$ cat src/rtl/alu_cmd_driver.sv
// Command-queue initiator for the 4-bit signed ALU: issues queued ops,
// samples C after a fixed latency, self-checks and returns responses.
module alu_cmd_driver #(
    parameter int DEPTH       = 4,
    parameter int ALU_LATENCY = 1,
    parameter int CNT_W       = 8
) (
    input  logic             clk,
    input  logic             reset,
    input  logic             cmd_valid,
    output logic             cmd_ready,
    input  logic [1:0]       cmd_opcode,
    input  logic [3:0]       cmd_a,
    input  logic [3:0]       cmd_b,
    output logic [1:0]       alu_opcode,
    output logic [3:0]       alu_a,
    output logic [3:0]       alu_b,
    input  logic [4:0]       alu_c,
    output logic             rsp_valid,
    input  logic             rsp_ready,
    output logic [4:0]       rsp_c,
    output logic [4:0]       rsp_expected,
    output logic             rsp_mismatch,
    output logic [CNT_W-1:0] err_count,
    output logic             busy
);

    localparam int AW = (DEPTH > 1) ? $clog2(DEPTH) : 1;
    localparam int LW = (ALU_LATENCY > 0) ? $clog2(ALU_LATENCY + 1) : 1;

    typedef enum logic [1:0] {IDLE, WAIT, RESP} state_t;

    state_t            state_q, state_d;
    logic [LW-1:0]     cnt_q, cnt_d;
    logic [AW-1:0]     wr_q, wr_d, rd_q, rd_d;
    logic [AW:0]       count_q, count_d;
    logic [9:0]        mem_q [DEPTH];
    logic [1:0]        op_q, op_d;
    logic [3:0]        a_q, a_d, b_q, b_d;
    logic              rv_q, rv_d;
    logic [4:0]        rc_q, rc_d, re_q, re_d;
    logic              rm_q, rm_d;
    logic [CNT_W-1:0]  err_q, err_d;
    logic              push, pop;
    logic [4:0]        expected;
    logic [9:0]        head;

    assign cmd_ready    = (count_q != (AW+1)'(DEPTH));
    assign push         = cmd_valid && cmd_ready;
    assign pop          = (state_q == IDLE) && (count_q != '0);
    assign head         = mem_q[rd_q];
    assign busy         = (count_q != '0) || (state_q != IDLE);
    assign alu_opcode   = op_q;
    assign alu_a        = a_q;
    assign alu_b        = b_q;
    assign rsp_valid    = rv_q;
    assign rsp_c        = rc_q;
    assign rsp_expected = re_q;
    assign rsp_mismatch = rm_q;
    assign err_count    = err_q;

    // Reference model works on the operands currently held on the ALU bus
    always_comb begin
        unique case (op_q)
            2'b00: expected = {a_q[3], a_q} + {b_q[3], b_q};
            2'b01: expected = {a_q[3], a_q} - {b_q[3], b_q};
            2'b10: expected = ~{a_q[3], a_q};
            2'b11: expected = {4'b0000, |b_q};
        endcase
    end

    always_comb begin
        state_d = state_q;
        cnt_d   = cnt_q;
        wr_d    = push ? wr_q + AW'(1) : wr_q;
        rd_d    = pop ? rd_q + AW'(1) : rd_q;
        count_d = count_q;
        op_d    = op_q;
        a_d     = a_q;
        b_d     = b_q;
        rv_d    = rv_q;
        rc_d    = rc_q;
        re_d    = re_q;
        rm_d    = rm_q;
        err_d   = err_q;
        if (push && !pop)
            count_d = count_q + (AW+1)'(1);
        else if (pop && !push)
            count_d = count_q - (AW+1)'(1);
        unique case (state_q)
            IDLE: begin
                if (pop) begin
                    {op_d, a_d, b_d} = head;
                    cnt_d   = LW'(ALU_LATENCY);
                    state_d = WAIT;
                end
            end
            WAIT: begin
                if (cnt_q != '0) begin
                    cnt_d = cnt_q - LW'(1);
                end else begin
                    rc_d    = alu_c;
                    re_d    = expected;
                    rm_d    = (alu_c != expected);
                    rv_d    = 1'b1;
                    state_d = RESP;
                    if ((alu_c != expected) && (err_q != '1))
                        err_d = err_q + CNT_W'(1);
                end
            end
            RESP: begin
                if (rsp_ready) begin
                    rv_d    = 1'b0;
                    state_d = IDLE;
                end
            end
            default: state_d = IDLE;
        endcase
    end

    always_ff @(posedge clk) begin
        if (reset) begin
            state_q <= IDLE;
            cnt_q   <= '0;
            wr_q    <= '0;
            rd_q    <= '0;
            count_q <= '0;
            op_q    <= '0;
            a_q     <= '0;
            b_q     <= '0;
            rv_q    <= 1'b0;
            rc_q    <= '0;
            re_q    <= '0;
            rm_q    <= 1'b0;
            err_q   <= '0;
        end else begin
            state_q <= state_d;
            cnt_q   <= cnt_d;
            wr_q    <= wr_d;
            rd_q    <= rd_d;
            count_q <= count_d;
            op_q    <= op_d;
            a_q     <= a_d;
            b_q     <= b_d;
            rv_q    <= rv_d;
            rc_q    <= rc_d;
            re_q    <= re_d;
            rm_q    <= rm_d;
            err_q   <= err_d;
        end
    end

    always_ff @(posedge clk) begin
        if (push)
            mem_q[wr_q] <= {cmd_opcode, cmd_a, cmd_b};
    end

endmodule

$ cat config.mk
export PLATFORM = sky130hd
export DESIGN_NAME = alu_cmd_driver
export DESIGN_NICKNAME = d
export VERILOG_FILES = /design/src/rtl/alu_cmd_driver.sv
export SDC_FILE = /design/constraint.sdc
export NUM_CORES = 1
export LEC_CHECK = 0
export BUFFER_PORTS_ARGS = -buffer_cell sky130_fd_sc_hd__buf_4
export CORE_ASPECT_RATIO = 2
export CORE_UTILIZATION = 25
export DETAILED_ROUTE_END_ITERATION = 10
export GPL_ROUTABILITY_DRIVEN = 0
export PLACE_DENSITY = 0.44
export SLEW_MARGIN = 15
export SYNTH_ARGS = -nofsm -noshare
export SYNTH_HDL_FRONTEND = slang
export SYNTH_SLANG_ARGS = --single-unit
$ cat constraint.sdc
create_clock -name clk -period 4.7 [get_ports clk]
set_input_delay 0.94 -clock clk [delete_from_list [all_inputs] [get_ports clk]]
set_output_delay 0.94 -clock clk [all_outputs]
set_load 0.005 [all_outputs]
==> impl_metrics.json <==
{
  "leakage_uw": 0.00168,
  "hpwl_mm": 6.40,
  "placement.io_buffers": 50,
  "setup_viol": 0,
  "cts_root_buf": "clkbuf_16",
  "path_buf_inv": 1,
  "vias": 2601,
  "synth_edf_count": 40,
  "antenna_found_initial": 0,
  "outcome": "finished clean",
  "critPathKind": "flip-flop to flip-flop",
  "critPathArrivalTime_ns": 3.95,
  "worstSetupEndpointType": "flip-flop",
  "cts_tree": "done",
  "nNetsFinal": 411,
  "n_antenna_cell": 0,
  "final_util": 0.317,
  "ys_types": 54,
  "grt.overflow.total": 0,
  "worst_slew_pin_slew_ns": 0.786,
  "die_y_um": 173,
  "start_util": 0.256,
  "crit_chain": "inv_1, ha_1, nand2_1, o21ai_0, fa_1, xnor2_1, mux2i_4, xnor2_1, or4_1, or4b_4, nand3_2, a31oi_1, mux2_1",
  "post_cts_resize_count": 0,
  "core_area_um2": 14400,
  "fmax_mhz": 268,
  "clk_pin_slew_ns": 0.07,
  "synth.ff_latch_count": 80,
  "r2r-start": "alu_b[0]$_SDFFE_PP0P_",
  "grt_pass1_vias": 2659,
  "clock_latency_ns": 0.33,
  "chipWidth_um": 87.7,
  "remaining_drc_errors": 0,
  "ioPinCount": 51,
  "cpMaxStageDelayCell": "or4b_4",
  "routed-wl-met2_mm": 5.04,
  "worst_ep_required_time_ns": 4.92,
  "fillCellCount": 1490,
  "hp-class": "flip-flop to flip-flop",
  "cpPeakStageDelay_ns": 0.51,
  "met3_length_um": 171,
  "postRouteAntennaNets": 0,
  "die_area_um2": 15200,
  "crit_path_start": "alu_b[0]$_SDFFE_PP0P_",
  "synth_cells": 329,
  "timing.final.crit_share": 0.793,
  "cpMostUsedCell": "xnor2_1",
  "ir_drop_v": 0.000253,
  "drt_pass1_iterations": 4,
  "ys_seq_area_frac": 0.546,
  "hold_start": "rsp_c[1]$_SDFFE_PP0P_",
  "p_per_area_nw_per_um2": 708,
  "num_rows": 62,
  "vias_per_cell": 4.52,
  "finalClockSkew_ns": 0.00955,
  "drive_gt1_frac": 0.227,
  "tns_ns": 0,
  "synth_warnings": 0,
  "areaGrowthSynthToFinish_pct": 23.9,
  "grt_use_total": 0.120,
  "drt-wirelength-per-cell_um": 14.7,
  "met1_length_mm": 2.97,
  "syn_area_per_cell_um2": 11.2,
  "drv_cap": 0,
  "maxSlewViolCount": 0,
  "multi_input_area_um2": 1540,
  "h-tree-depth": 3,
  "cts_setup_buffers": 0,
  "synthArstFlopShare": 0,
  "hold_viol": 0,
  "yosys_most_used_dff": "edfxtp_1",
  "clk_path_buf_depth": 2,
  "slew_headroom": 0.475,
  "critPathMaxFanout": 13,
  "wl_mm": 8.49,
  "cp_top_family": "simple AND/OR/NAND/NOR gates",
  "cts_sinks": 80,
  "rsz0062_at_grt": "false",
  "grt_max_degree": 41,
  "reg2reg_slack_ns": 0.97,
  "top_layer": "met4",
  "holdBufCountCts": 0,
  "syn-num-nets": 361,
  "regArea_um2": 2000,
  "netlist_area_um2": 3670,
  "drtIter0Drc": 61,
  "numCtsBuffers": 9,
  "grt_pass1_wl_mm": 13.7,
  "startpoint_type": "flip-flop",
  "period_needed_ns": 3.73
}
[sequential cells by signal, summed over array words and instances, names as in the netlist]
| signal | cells |
|---|---|
| rsp_c | 5 |
| alu_b | 4 |
| count_q | 3 |
| wr_q | 2 |
| rsp_expected | 5 |
| rsp_valid | 1 |
| alu_a | 4 |
| rd_q | 2 |
| rsp_mismatch | 1 |
| cnt_q | 1 |
| alu_opcode | 2 |
| state_q | 2 |
| err_count | 8 |
| mem_q | 40 |
[metal layers]
layer,track usage,vias to the layer above
met5,0,-
met4,0.0628,0
met3,0.0186,18
met2,0.238,45
met1,0.110,1260
li1,-,1278
[cell usage after synthesis (6+ instances only)]
library cell	number	area [µm²]
xnor2_1	9	78.8
and3_1	6	37.5
nor3_1	8	40.0
ha_1	11	138
inv_1	14	52.6
mux4_2	10	225
edfxtp_1	40	1200
nand2_1	44	165
dfxtp_1	40	801
a21oi_1	27	135
nor2_1	31	116
clkbuf_1	10	37.5
nand2b_1	7	43.8
[logic make-up after synthesis]
logic type / synth area share
xor+xnor: 0.0334
simple gates: 0.164
flops: 0.546
fa+ha+maj: 0.0484
mux: 0.0815
compound gates: 0.0931
buf+inv: 0.0341
[cell type report]
cell class	instances	area share
Inverter	14	0.0116
Clock inverter	7	0.0171
Tap cell	192	0.0529
Multi-Input combinational cell	220	0.339
Clock buffer	9	0.0496
Timing Repair Buffer	54	0.0892
Sequential cell	80	0.441
[final timing paths]
check / end / cells after the start
max reg2reg: err_count[0]$_SDFFE_PP0P_ / 13
max: err_count[0]$_SDFFE_PP0P_ / 13
min reg2reg: rsp_c[1]$_SDFFE_PP0P_ / 2
min: rsp_c[1]$_SDFFE_PP0P_ / 2
[worst reg2reg max path: cells and delay by family (launching register included)]
kind,cells,cell delay [ns]
adders and majority gates,2,0.75
DFF,1,0.40
and+or+nand+nor,4,1.27
AOI/OAI and AO/OA,2,0.27
buffers and inverters,1,0.06
muxes,2,0.44
xor gates and xnor gates,2,0.43
[cell usage in the layout (no fill, tap or decap), types with 3 or more instances in the layout]
cell       synthesis  routed
buf_4              2      54
nand2_1           44      44
dfxtp_1           40      40
edfxtp_1          40      40
nor2_1            31      31
a21oi_1           27      27
inv_1             14      14
ha_1              11      11
mux4_2            10      10
xnor2_1            9       9
clkbuf_16          0       9
nor3_1             8       8
nand2b_1           7       7
and3_1             6       6
xor2_1             5       5
o21ai_0            5       5
nor2b_1            5       5
a211oi_1           5       5
mux2i_1            4       4
nand3_1            3       3
inv_6              0       3
[through the flow]
step | hold WS, ns | power [µW] | setup slack, ns | area, µm² | std cells
finish | 0.455 | 3220 | 0.974 | 4540 | 576
global route | 0.481 | 3470 | 0.697 | 4540 | 576
CTS | 0.457 | 3270 | 0.951 | 4540 | 576
detailed placement | 0.448 | 2550 | 0.959 | 4240 | 560
global placement | 0.447 | 2530 | 1.08 | 4240 | 560
floorplan | 0.450 | 2090 | 1.22 | 3670 | 329
[where the power goes]
group / total (µW) / internal [µW] / switching (µW) / leakage, µW
Sequential: 1020 / 878 / 144 / 0.000694
Combinational: 1490 / 693 / 794 / 0.000839
Clock: 708 / 417 / 291 / 0.000143
Power figures use the tool's default switching activity.
